`config.mk`:
```
export PLATFORM = sky130hd
export DESIGN_NAME = irq_dispatch
export DESIGN_NICKNAME = d
export VERILOG_FILES = /design/src/rtl/nclic_pkg.sv /design/src/rtl/prio_stack.sv /design/src/rtl/irq_dispatch.sv
export SDC_FILE = /design/constraint.sdc
export NUM_CORES = 1
export LEC_CHECK = 0
export CORE_ASPECT_RATIO = 1.25
export CORE_UTILIZATION = 55
export DETAILED_ROUTE_END_ITERATION = 16
export MAX_ROUTING_LAYER = met4
export PLACE_DENSITY = 0.88
export SYNTH_ARGS = -nofsm -noshare
export SYNTH_HDL_FRONTEND = slang
export SYNTH_SLANG_ARGS = --single-unit
```
`constraint.sdc`:
```
create_clock -name clk -period 2.9 [get_ports clk]
set_input_delay 0.58 -clock clk [delete_from_list [all_inputs] [get_ports clk]]
set_output_delay 0.58 -clock clk [all_outputs]
set_load 0.05 [all_outputs]
```
`src/rtl/nclic_pkg.sv`:
```
// Shared types and default widths for the nested interrupt controller dispatch stage.
package nclic_pkg;

    localparam int unsigned NUM_IRQ     = 16;
    localparam int unsigned IDX_WIDTH   = $clog2(NUM_IRQ);
    localparam int unsigned PRIO_WIDTH  = 4;
    localparam int unsigned STACK_DEPTH = 8;

    typedef logic [IDX_WIDTH-1:0]  idx_t;
    typedef logic [PRIO_WIDTH-1:0] prio_t;

    typedef enum logic [0:0] {
        IDLE = 1'b0,
        REQ  = 1'b1
    } dispatch_state_e;

endpackage

```
`src/rtl/prio_stack.sv`:
```
// LIFO of saved priority levels; a simultaneous push and pop replaces the top entry.
module prio_stack
    import nclic_pkg::*;
#(
    parameter int unsigned PrioWidth  = PRIO_WIDTH,
    parameter int unsigned StackDepth = STACK_DEPTH
) (
    input  logic                 clk,
    input  logic                 reset,
    input  logic                 push,
    input  logic                 pop,
    input  logic [PrioWidth-1:0] push_data,
    output logic [PrioWidth-1:0] top,
    output logic                 full,
    output logic                 empty
);

    localparam int unsigned CntW = $clog2(StackDepth + 1);
    localparam int unsigned PtrW = (StackDepth > 1) ? $clog2(StackDepth) : 1;

    logic [PrioWidth-1:0] mem [StackDepth];
    logic [CntW-1:0]      cnt;
    logic [CntW-1:0]      cnt_d;
    logic [PtrW-1:0]      top_ptr;
    logic [PtrW-1:0]      wr_ptr;
    logic                 pop_ok;
    logic                 push_ok;

    assign top_ptr = PtrW'(cnt - CntW'(1));
    assign top     = empty ? '0 : mem[top_ptr];

    // A pop on an empty stack is dropped; a push into a full stack only lands when paired with a pop.
    always_comb begin
        pop_ok  = pop && !empty;
        push_ok = push && (!full || pop_ok);
        wr_ptr  = pop_ok ? top_ptr : PtrW'(cnt);
        cnt_d   = cnt;
        if (push_ok && !pop_ok) begin
            cnt_d = cnt + CntW'(1);
        end else if (pop_ok && !push_ok) begin
            cnt_d = cnt - CntW'(1);
        end
    end

    always_ff @(posedge clk or posedge reset) begin
        if (reset) begin
            cnt   <= '0;
            full  <= 1'b0;
            empty <= 1'b1;
        end else begin
            cnt   <= cnt_d;
            full  <= (cnt_d == CntW'(StackDepth));
            empty <= (cnt_d == '0);
        end
    end

    always_ff @(posedge clk) begin
        if (push_ok) begin
            mem[wr_ptr] <= push_data;
        end
    end

endmodule

```
`src/rtl/irq_dispatch.sv`:
```
// Dispatch stage: raises preempting requests, runs the take/ack handshake and tracks nesting.
// IRQ_DISPATCH_TAILCHAIN_EN: on a return in IDLE, compare the winner against the post-pop level.
module irq_dispatch
    import nclic_pkg::*;
#(
    parameter  int unsigned NumIrq     = NUM_IRQ,
    parameter  int unsigned PrioWidth  = PRIO_WIDTH,
    parameter  int unsigned StackDepth = STACK_DEPTH,
    localparam int unsigned IdxWidth   = $clog2(NumIrq)
) (
    input  logic                 clk,
    input  logic                 reset,
    input  logic                 win_valid,
    input  logic [IdxWidth-1:0]  win_id,
    input  logic [PrioWidth-1:0] win_prio,
    output logic                 irq_req,
    output logic [IdxWidth-1:0]  irq_id,
    output logic [PrioWidth-1:0] irq_prio,
    input  logic                 irq_ack,
    input  logic                 irq_ret,
    output logic                 clear_valid,
    output logic [IdxWidth-1:0]  clear_id,
    output logic [PrioWidth-1:0] cur_prio,
    output logic                 stack_full,
    output logic                 ret_err
);

    dispatch_state_e      state;
    dispatch_state_e      state_d;
    logic [IdxWidth-1:0]  id_d;
    logic [PrioWidth-1:0] prio_d;
    logic [PrioWidth-1:0] cur_d;
    logic                 clr_v_d;
    logic [IdxWidth-1:0]  clr_id_d;
    logic                 err_d;
    logic                 push;
    logic                 pop;
    logic [PrioWidth-1:0] push_data;
    logic [PrioWidth-1:0] cmp_prio;
    logic                 blocked;
    logic [PrioWidth-1:0] stk_top;
    logic                 stk_empty;

    prio_stack #(
        .PrioWidth (PrioWidth),
        .StackDepth(StackDepth)
    ) u_stack (
        .clk      (clk),
        .reset    (reset),
        .push     (push),
        .pop      (pop),
        .push_data(push_data),
        .top      (stk_top),
        .full     (stack_full),
        .empty    (stk_empty)
    );

    // On return+ack the pop happens first, so the saved level is the popped one (stack unchanged).
    always_comb begin
        state_d   = state;
        id_d      = irq_id;
        prio_d    = irq_prio;
        cur_d     = cur_prio;
        clr_v_d   = 1'b0;
        clr_id_d  = clear_id;
        err_d     = ret_err;
        push      = 1'b0;
        pop       = irq_ret && !stk_empty;
        push_data = pop ? stk_top : cur_prio;
        cmp_prio  = cur_prio;
        blocked   = stack_full;
`ifdef IRQ_DISPATCH_TAILCHAIN_EN
        if (state == IDLE && pop) begin
            cmp_prio = stk_top;
            blocked  = 1'b0;
        end
`endif
        if (irq_ret && stk_empty) begin
            err_d = 1'b1;
        end
        if (pop) begin
            cur_d = stk_top;
        end
        case (state)
            IDLE: begin
                if (win_valid && (win_prio > cmp_prio) && !blocked) begin
                    state_d = REQ;
                    id_d    = win_id;
                    prio_d  = win_prio;
                end
            end
            REQ: begin
                if (irq_ack) begin
                    push     = 1'b1;
                    cur_d    = irq_prio;
                    clr_v_d  = 1'b1;
                    clr_id_d = irq_id;
                    state_d  = IDLE;
                end else if (!win_valid) begin
                    state_d = IDLE;
                end
            end
            default: state_d = IDLE;
        endcase
    end

    always_ff @(posedge clk or posedge reset) begin
        if (reset) begin
            state       <= IDLE;
            irq_req     <= 1'b0;
            irq_id      <= '0;
            irq_prio    <= '0;
            clear_valid <= 1'b0;
            clear_id    <= '0;
            cur_prio    <= '0;
            ret_err     <= 1'b0;
        end else begin
            state       <= state_d;
            irq_req     <= (state_d == REQ);
            irq_id      <= id_d;
            irq_prio    <= prio_d;
            clear_valid <= clr_v_d;
            clear_id    <= clr_id_d;
            cur_prio    <= cur_d;
            ret_err     <= err_d;
        end
    end

endmodule

```
==> summary.txt, run 1 <==
Outcome
  • Outcome: complete, no violations

Detailed routing
  • DRT antenna net count: 0
  • First DRT Iteration DRCs: 94
  • Vias/cell: 5.57
  • WL/cell: 17.3 um
  • Vias after detailed routing: 1588
  • Met1 Wirelength: 2110 um
  • DR WL met2: 2420 um
  • WL final: 4930 um
  • Residual DRC: 0
  • Drt first pass iters: 4
  • Max layer used: met4
  • Wire length on met3: 189 um

Cells and area
  • P&R area growth vs syn: 20.8%
  • Share of cells above drive strength 1: 19.8%
  • Antenna cells: 0
  • Most frequent cells in the layout: clkdlybuf4s50_1 (32), edfxtp_1 (32), dfrtp_1 (24)
  • Final #Nets: 241

Global routing
  • Initial antenna violation count: 0
  • Total grt overflow: 0
  • Vias in the first global route: 1645
  • First-pass GRT wire length: 8140 um
  • Largest net degree at the start of global routing: 26
  • Global Route Usage Sum: 23.3%

Synthesis
  • Synth Flop Type: edfxtp_1
  • Seq/Total Area, Yosys: 60.8%
  • Yosys warns: 0
  • Gate count of the mapped netlist: 183
  • Syn Area/Cell: 14.3 um^2
  • Compound-gate portion of the synthesized area: 6.14%
  • Adder-Cell Fraction of Synth Area: 2.88%
  • Synth Net Count: 202
  • Multiplexer share of the synthesized area: 13.7%
  • Main combinational cell family by area after synthesis: multiplexers
  • Syn Std Cell Area: 2610 um^2
  • Synth Area in Simple Gates: 10.2%
  • FF+latch count, synth: 57
  • Ys async rst share: 43.9%
  • Synth area leaders: edfxtp_1 (37%), dfrtp_1 (23%), mux4_1 (5.0%)
  • Distinct cells, synth: 39
  • Post-Synth XOR/XNOR Area: 1.63%
  • Yosys top cell by area: edfxtp_1
  • Synth top area share: 36.8%
  • Post-synth EDFFs: 32

STA
  • Final Hold Viols: 0
  • Worst slew margin: 60.3%
  • Final Setup Violations: 0
  • Worst-margin pin slew: 0.589 ns
  • Final worst path period share: 86.8%
  • Crit path time final: 2.52 ns
  • Fin. max-slew vios: 0
  • RSZ-0062 raised after global routing: no
  • Fmax: 0.397 GHz
  • Post-route setup TNS: 0 ns
  • Clock Skews: 0.00824 ns

Placed design
  • Dpl hpwl: 3500 um
  • # port buffers: 32
  • RePlAce Congestion: 0.860

Critical path
  • Top Family by Delay on Critical Path: multiplexers
  • Worst Path Buf+Inv: 1
  • Setup Crit Path Kind: reg2reg
  • CP Max Fanout: 12
  • CP max stage delay: 0.51 ns
  • Worst EP arrival: 2.73 ns
  • CP Capture Type: flop
  • Cells along the critical path: inv_1 -> ha_1 -> xor2_2 -> mux4_1 -> nand2_1 -> a31oi_2 -> mux2_4
  • Slowest CP cell: xor2_2
  • Startpoint types: flop
  • Critical path required time: 3.12 ns

Floorplanning
  • Starting Density: 58.1%
  • Die area: 5030 um^2
  • Number of I/O pins: 33
  • Core area: 4490 um^2
  • Die width: 63.6 um
  • Die Ht: 79.0 um
  • Standard-cell rows: 27

Clock tree
  • Hold_buf cts: 0
  • TritonCTS clock tree: yes
  • Clock Latency Late Sink: 0.33 ns
  • # H-tree levels: 3
  • Clock slew at reported path FFs: 0.07 ns
  • Root buffer cell: clkbuf_8
  • Maximum clock path buffer count: 2
  • TritonCTS buffer count: 9
  • Clock Sink Count: 57
  • Setup repair bufs after CTS: 0
  • CTS resizes: 0

Hold path
  • Min-delay worst type: reg2reg

Run
  • MaxCap Viol Count: 0
registers in the layout, indices dropped and copies added, names as in the netlist:
name           count
cur_prio           4
clear_id           4
clear_valid        1
u_stack.empty      1
u_stack.mem       32
u_stack.cnt        4
u_stack.full       1
irq_id             4
state              1
ret_err            1
irq_prio           4
metrics by stage:
stage	cell area [um^2]	utilization (%)	worst slack [ns]	instances	hold slack, ns
5_1_grt	3150	70.2	0.241	285	0.488
3_5_place_dp	2940	65.5	0.384	269	0.456
6_report	3150	70.2	0.384	285	0.463
3_3_place_gp	2940	65.5	0.427	269	0.439
4_1_cts	3150	70.2	0.384	285	0.471
2_1_floorplan	2610	-	0.754	183	0.457
kinds of logic after synthesis:
| group | count (synthesis) |
|---|---|
| buf+inv | 17 |
| flops | 57 |
| mux | 21 |
| compound gates | 20 |
| xor+xnor | 4 |
| simple gates | 58 |
| fa+ha+maj | 6 |
area by class of cell:
| type | count | area, um^2 |
|---|---|---|
| multi-input combinational | 109 | 901 |
| timing repair buffer | 35 | 343 |
| tap | 58 | 72.6 |
| sequential | 57 | 1590 |
| inverter | 10 | 37.5 |
| fill | 295 | 1340 |
| clock buffer | 11 | 131 |
| clock inverter | 5 | 80.1 |
path summary, 6_finish.rpt:
kind	slack (ns)	from	end	cells past startpoint
worst max-delay path	0.38	u_stack.cnt[1]$_DFF_PP0_	cur_prio[1]$_DFF_PP0_	7
worst max register to register	0.38	u_stack.cnt[1]$_DFF_PP0_	cur_prio[1]$_DFF_PP0_	7
max in group asynchronous	2.02	reset	u_stack.empty$_DFF_PP1_	3
min in group asynchronous	0.59	reset	u_stack.cnt[2]$_DFF_PP0_	3
worst min register to register	0.46	ret_err$_DFFE_PP0P_	ret_err$_DFFE_PP0P_	1
worst min-delay path	0.46	ret_err$_DFFE_PP0P_	ret_err$_DFFE_PP0P_	1
layer usage:
metal	up-vias	GRT usage, %
met2	60	35.3
met3	20	4.89
li1	749	-
met1	759	28.1
met4	0	15.5
met5	-	-
synthesized netlist by cell type (2+ instances only):
library cell / number
nand2_1: 21
buf_6: 4
mux4_2: 3
inv_1: 8
nor3_1: 7
mux4_1: 5
a22oi_1: 2
ha_1: 6
nor2b_1: 2
a21oi_1: 4
a31oi_2: 4
mux2_4: 3
a32oi_1: 2
dfrtp_1: 24
edfxtp_1: 32
mux2_2: 10
nor2_1: 20
o21ai_0: 2
xnor2_1: 3
inv_2: 2
worst reg2reg max path, cell delays in order, from the launching register on:
cell,delay [ns]
dfrtp_1,0.45
inv_1,0.13
ha_1,0.23
xor2_2,0.51
mux4_1,0.40
nand2_1,0.13
a31oi_2,0.23
mux2_4,0.33
Power of run 1 is not shown: default switching activity piles up to over one toggle a cycle in this logic, so the estimate is an artifact.
==> inputs of run 2 (changes only) <==
--- a/config.mk
+++ b/config.mk
@@ -5,6 +5,7 @@
 export SDC_FILE = /design/constraint.sdc
 export NUM_CORES = 1
 export LEC_CHECK = 0
+export ABC_CLOCK_PERIOD_IN_PS = 2900
 export CORE_ASPECT_RATIO = 1.25
 export CORE_UTILIZATION = 55
 export DETAILED_ROUTE_END_ITERATION = 16
==> results of run 2 <==
No change in the layout: final DEF, timing and power equal those of run 1.
Power of run 2 is left out for the same reason.
==> inputs of run 3 (changes only) <==
--- a/config.mk
+++ b/config.mk
@@ -11,6 +11,7 @@
 export DETAILED_ROUTE_END_ITERATION = 16
 export MAX_ROUTING_LAYER = met4
 export PLACE_DENSITY = 0.88
+export SLEW_MARGIN = 10
 export SYNTH_ARGS = -nofsm -noshare
 export SYNTH_HDL_FRONTEND = slang
 export SYNTH_SLANG_ARGS = --single-unit
==> results of run 3 <==
No change in the layout: final DEF, timing and power equal those of run 1.
Power of run 3 is left out for the same reason.
